===== config.mk =====
export PLATFORM = sky130hd
export DESIGN_NAME = program_counter_unit
export DESIGN_NICKNAME = d
export VERILOG_FILES = /design/src/rtl/pc_pkg.sv /design/src/rtl/pc_boot_timer.sv /design/src/rtl/program_counter_unit.sv
export SDC_FILE = /design/constraint.sdc
export NUM_CORES = 1
export LEC_CHECK = 0
export ABC_AREA = 1
export CAP_MARGIN = 20
export CORE_AREA = 2 2 118 120
export CTS_BUF_LIST = sky130_fd_sc_hd__clkbuf_16
export DETAILED_ROUTE_END_ITERATION = 10
export DIE_AREA = 0 0 120 122
export SLEW_MARGIN = 20
export SYNTH_ARGS = -nofsm -noshare
export SYNTH_HDL_FRONTEND = slang
export SYNTH_HIERARCHICAL = 1
export SYNTH_SLANG_ARGS = --single-unit

===== constraint.sdc =====
create_clock -name clk -period 1.92 [get_ports clk]
set_clock_uncertainty 0.1 [all_clocks]
set_input_delay 0.192 -clock clk [delete_from_list [all_inputs] [get_ports clk]]
set_output_delay 0.192 -clock clk [all_outputs]
set_load 0.05 [all_outputs]

===== src/rtl/pc_pkg.sv =====
// Shared types and helpers for the program counter unit.
// Alignment rule depends on PC_COMPRESSED_ALIGN_EN: when defined, targets only
// need 2-byte alignment; otherwise 4-byte alignment is required.
package pc_pkg;

    typedef enum logic {
        BOOT = 1'b0,
        RUN  = 1'b1
    } pc_state_e;

    localparam logic [31:0] DEFAULT_RESET_VECTOR = 32'h0000_0000;
    localparam logic [31:0] DEFAULT_TRAP_VECTOR  = 32'h0000_0100;

    // Flags a redirect target whose low bits break instruction alignment.
    function automatic logic is_misaligned(input logic [1:0] target_lsbs);
`ifdef PC_COMPRESSED_ALIGN_EN
        return target_lsbs[0];
`else
        return |target_lsbs;
`endif
    endfunction

endpackage


===== src/rtl/pc_boot_timer.sv =====
// Post-reset boot hold counter. boot_done is high during the last BOOT cycle,
// so the owner moves to RUN on the following edge. BOOT_DELAY=0 means
// boot_done is permanently high and the hold lasts a single edge.
module pc_boot_timer #(
    parameter int BOOT_DELAY = 2
) (
    input  logic clk,
    input  logic reset,
    input  logic count_en,
    output logic boot_done
);

    localparam int CNT_W = (BOOT_DELAY > 1) ? $clog2(BOOT_DELAY) : 1;
    localparam int LAST  = (BOOT_DELAY > 0) ? BOOT_DELAY - 1 : 0;

    logic [CNT_W-1:0] count;

    assign boot_done = (BOOT_DELAY == 0) || (count == CNT_W'(LAST));

    // Count cycles spent in BOOT, saturating at the terminal value.
    always_ff @(posedge clk or negedge reset) begin
        if (!reset) begin
            count <= '0;
        end else if (count_en && !boot_done) begin
            count <= count + CNT_W'(1);
        end
    end

endmodule


===== src/rtl/program_counter_unit.sv =====
// Fetch program counter for the RV32I core: boot hold after reset, then
// prioritised trap entry / trap return / redirect / stall / sequential advance.
// Optional macro PC_COMPRESSED_ALIGN_EN relaxes redirect alignment to 2 bytes.
module program_counter_unit
    import pc_pkg::*;
#(
    parameter int              XLEN         = 32,
    parameter logic [XLEN-1:0] RESET_VECTOR = XLEN'(DEFAULT_RESET_VECTOR),
    parameter logic [XLEN-1:0] TRAP_VECTOR  = XLEN'(DEFAULT_TRAP_VECTOR),
    parameter int              BOOT_DELAY   = 2,
    parameter int              INCR         = 4
) (
    input  logic            clk,
    input  logic            reset,
    input  logic            stall,
    input  logic            redirect_valid,
    input  logic [XLEN-1:0] redirect_target,
    input  logic            trap_req,
    input  logic            trap_return,
    output logic [XLEN-1:0] current_pc,
    output logic [XLEN-1:0] pc_plus_incr,
    output logic            fetch_valid,
    output logic [XLEN-1:0] epc,
    output logic            misaligned_fault
);

    pc_state_e state;
    logic      boot_done;
    logic      target_bad;

    pc_boot_timer #(
        .BOOT_DELAY (BOOT_DELAY)
    ) u_boot_timer (
        .clk       (clk),
        .reset     (reset),
        .count_en  (state == BOOT),
        .boot_done (boot_done)
    );

    // Link address and sequential successor; wraps modulo 2^XLEN.
    assign pc_plus_incr = current_pc + XLEN'(INCR);
    assign target_bad   = is_misaligned(redirect_target[1:0]);

    // Boot/run sequencing and next-PC arbitration; trap beats return beats redirect beats stall.
    always_ff @(posedge clk or negedge reset) begin
        if (!reset) begin
            state            <= BOOT;
            current_pc       <= RESET_VECTOR;
            epc              <= '0;
            fetch_valid      <= 1'b0;
            misaligned_fault <= 1'b0;
        end else begin
            misaligned_fault <= 1'b0;
            case (state)
                BOOT: begin
                    if (boot_done) begin
                        state       <= RUN;
                        fetch_valid <= 1'b1;
                    end
                end
                RUN: begin
                    if (trap_req) begin
                        epc        <= current_pc;
                        current_pc <= TRAP_VECTOR;
                    end else if (trap_return) begin
                        current_pc <= epc;
                    end else if (redirect_valid && target_bad) begin
                        misaligned_fault <= 1'b1;
                        epc              <= current_pc;
                        current_pc       <= TRAP_VECTOR;
                    end else if (redirect_valid) begin
                        current_pc <= redirect_target;
                    end else if (!stall) begin
                        current_pc <= pc_plus_incr;
                    end
                end
                default: begin
                    state <= BOOT;
                end
            endcase
        end
    end

endmodule


==> results.yml <==
worst_setup_path:
  worst_setup_path_start_kind: "flip-flop"
  crit_chain: "ha_4, inv_2, nor2_4, nand2_4, buf_12, buf_12, xor2_4, buf_12"
  cp_data_required_time_ns: 1.63
  worst-path-max-fanout: 6
  timing.critical_path.arrival_ns: 1.79
  timing.critical_path.to_type: "output port"
  timing.critical_path.slowest_stage_cell: "dfrtp_2"
  worst-setup-path-type: "reg2out"
  timing.reg2reg.setup_slack_ns: 0.11
  cp_common_cell: "buf_12"
  crit_path_max_incr_delay_ns: 0.44
die:
  die-height_um: 122
  num_io_pins: 136
  die_area_mm2: 0.01464
  initial_utilization_pct: 30.96
  die-width_um: 120
  core-area_mm2: 0.01350
  core.rowCount: 43
cts:
  worst_setup_hold_path_clk_slew_ns: 0.06
  worst_skew_pair_later_pin_latency_ns: 0.34
  clock_sink_count: 68
  cts_buffer_depth: 2
  cts.root.buffer_cell: "clkbuf_16"
  deepest_level_of_the_cts_h_tree: 3
  cts_tree: "done"
  cts_made_buffers: 9
grt:
  total_track_usage_pct: 20.92
  grt_max_degree: 69
  global_route.overflow_total: 0
  grt_pass1_wl_um: 23930
  first_global_vias: 4508
  grt_antenna_before_repair: 0
sta:
  timing.final.setup_violations: 23
  rsz0062_at_grt: "yes"
  crit_path_setup_slack_layout_ns: -0.1638
  timing.max_slew.rel_slack_pct: 64.05
  fin_crit_sh_pct: 108.5
  worst_pin_slew_ns: 0.5375
  holdWs_ns: 0.3056
  maxSlewViolCount: 0
  maxClockFrequency_mhz: 479.9
  count_of_final_hold_check_violations: 0
  finalCriticalPeriod_ns: 2.084
finish:
  layout-drive-gt1-share_pct: 29.93
  design_area_mm2: 0.007108
  layout_commonest_cell: "nand2_1"
  syn_to_final_growth_pct: 70.04
  antenna-diode-count: 0
  nFillCells: 1263
  final_nets: 847
  final-instance-count-excl-fill: 992
  layout_common_cells: "nand2_1, buf_4, clkdlybuf4s50_1"
power:
  power.ir.vdd_worst_uv: 521.4
  static_leakage_nw: 3.275
  power_density_mw_per_mm2: 693.2
  finalPower_mw: 4.927
detailed_routing:
  totalWireLength_um: 15160
  postRouteAntennaNets: 0
  via_count: 4703
  drt-initial-drc-count: 266
  drt_via_density: 4.741
  drtPass1Iterations: 5
  remaining_drc_errors: 0
  average_detailed_routed_wire_length_per_instance_um: 15.29
synth:
  post_synth.cell_area_avg_um2: 6.656
  ys_ff_latch: 68
  synthesized_netlist_net_count: 668
  synthDistinctLibCells: 31
  yosys_warnings: 6
  syn-instance-count: 628
  synth_area_mm2: 0.004180
  synth.yosys.seq_area_share_pct: 40.71
place:
  place_ws_ns: -0.009259
  count_of_placed_standard_cells_including_taps: 945
  io_buf_count: 135
  detailed_place.area_mm2: 0.006275
  globalplace.congestion: 0.9312
  place.detailed.hpwl_um: 10670
job:
  max-cap-violations: 0
hold_path:
  worst_hold_path_type: "in2async"
outcome:
  failed_checks: "negative setup slack"
  outcome: "finished, violations left"
[sequential cells by signal, summed over array words and instances, names as in the netlist]
signal                  count
misaligned_fault            1
state                       1
current_pc                 32
epc                        32
u_boot_timer/boot_done      1
fetch_valid                 1
[per-stage QoR]
| step | TNS [ns] | util, % |
|---|---|---|
| floorplan | -0.1274 | - |
| global placement | 0 | 46.47 |
| detailed placement | -0.009259 | 46.47 |
| CTS | -1.713 | 51.22 |
| global route | -4.167 | 52.64 |
| finish | -1.820 | 52.64 |
[logic make-up after synthesis]
logic type / after synthesis / synth area share (%)
multiplexers: 3 / 0.7782
AO/OA/AOI/OAI: 79 / 9.818
flip-flops: 68 / 40.71
buffers and inverters: 78 / 7.722
adder cells (fa/ha/maj): 2 / 0.5985
XOR/XNOR: 9 / 1.886
AND/OR/NAND/NOR: 389 / 38.49
[final timing paths]
kind | depth (start not counted) | from | endpoint
max | 8 | current_pc[3] | pc_plus_incr[10]
min | 3 | reset | epc[25]
max reg2reg | 11 | current_pc[3] | current_pc[10]
min reg2reg | 1 | fetch_valid | fetch_valid
max in group asynchronous | 3 | reset | current_pc[2]
min in group clk | 1 | fetch_valid | fetch_valid
[per-layer routing]
layer / track usage [%] / wire (um) / share of wire, % / vias to the layer above
li1: - / - / - / 2296
met1: 27.67 / 6470 / 43 / 2221
met2: 33.77 / 7224 / 48 / 171
met3: 5.056 / 1279 / 8.4 / 15
met4: 6.691 / 190 / 1.3 / 0
met5: 0 / 0 / 0 / -
[timing repair]
| item | CTS | global route |
|---|---|---|
| pin swaps | 13 | 14 |
| buffers inserted | 20 | 10 |
| gates resized for setup | 44 | 34 |
| endpoints found under the hold margin | 68 | 0 |
| hold buffers | 1 | 0 |
| endpoints found under the setup margin | 25 | 26 |
[Yosys cell counts]
cell type,count,area (um^2)
o211ai_2,1,12.51
buf_2,9,45.04
nor2_8,1,20.02
mux2_2,2,22.52
xor2_1,9,78.83
dfrtp_1,68,1702
a21o_1,1,7.510
nor2_1,72,270.3
nand2_2,3,18.77
o21ai_0,56,280.3
a21oi_1,3,15.01
nor3_1,1,5.000
inv_2,4,15.01
o22ai_1,1,6.260
clkbuf_1,9,33.78
nand3b_1,2,15.01
clkinv_1,2,7.510
nand2_1,260,975.9
nor2_4,4,45.04
o21ai_2,1,8.760
or2_2,1,6.260
and2_1,1,6.260
nand3_1,31,155.2
buf_4,4,30.03
clkbuf_2,3,15.01
ha_1,2,25.02
inv_1,47,176.4
mux2i_1,1,10.01
nand2_4,2,22.52
nor2_2,11,68.82
o21ai_1,16,80.08
[cell type report]
class                           instances  area, um^2  area share [%]
Clock inverter                          7       115.1           1.619
Timing Repair Buffer                  193        2085           29.33
Inverter                               53       201.4           2.834
Multi-Input combinational cell        482        2532           35.63
Sequential cell                        68        1724           24.26
Tap cell                              180       225.2           3.168
Clock buffer                            9       225.2           3.168
[worst max-delay path, delay by kind of cell, from the launching register on]
family                     cells  cell delay [ns]
and+or+nand+nor                2             0.23
buffers and inverters          4             0.46
DFF                            1             0.44
adders and majority gates      1             0.16
xor gates and xnor gates       1             0.16
[report_power, final]
part / leakage (nW) / total, mW / switching (mW) / internal (mW)
sequential: 0.882 / 1.62 / 0.100 / 1.52
clock: 0.163 / 1.92 / 0.655 / 1.26
combinational: 2.23 / 1.38 / 0.862 / 0.523
No activity file was read; power rests on OpenSTA's default activity.
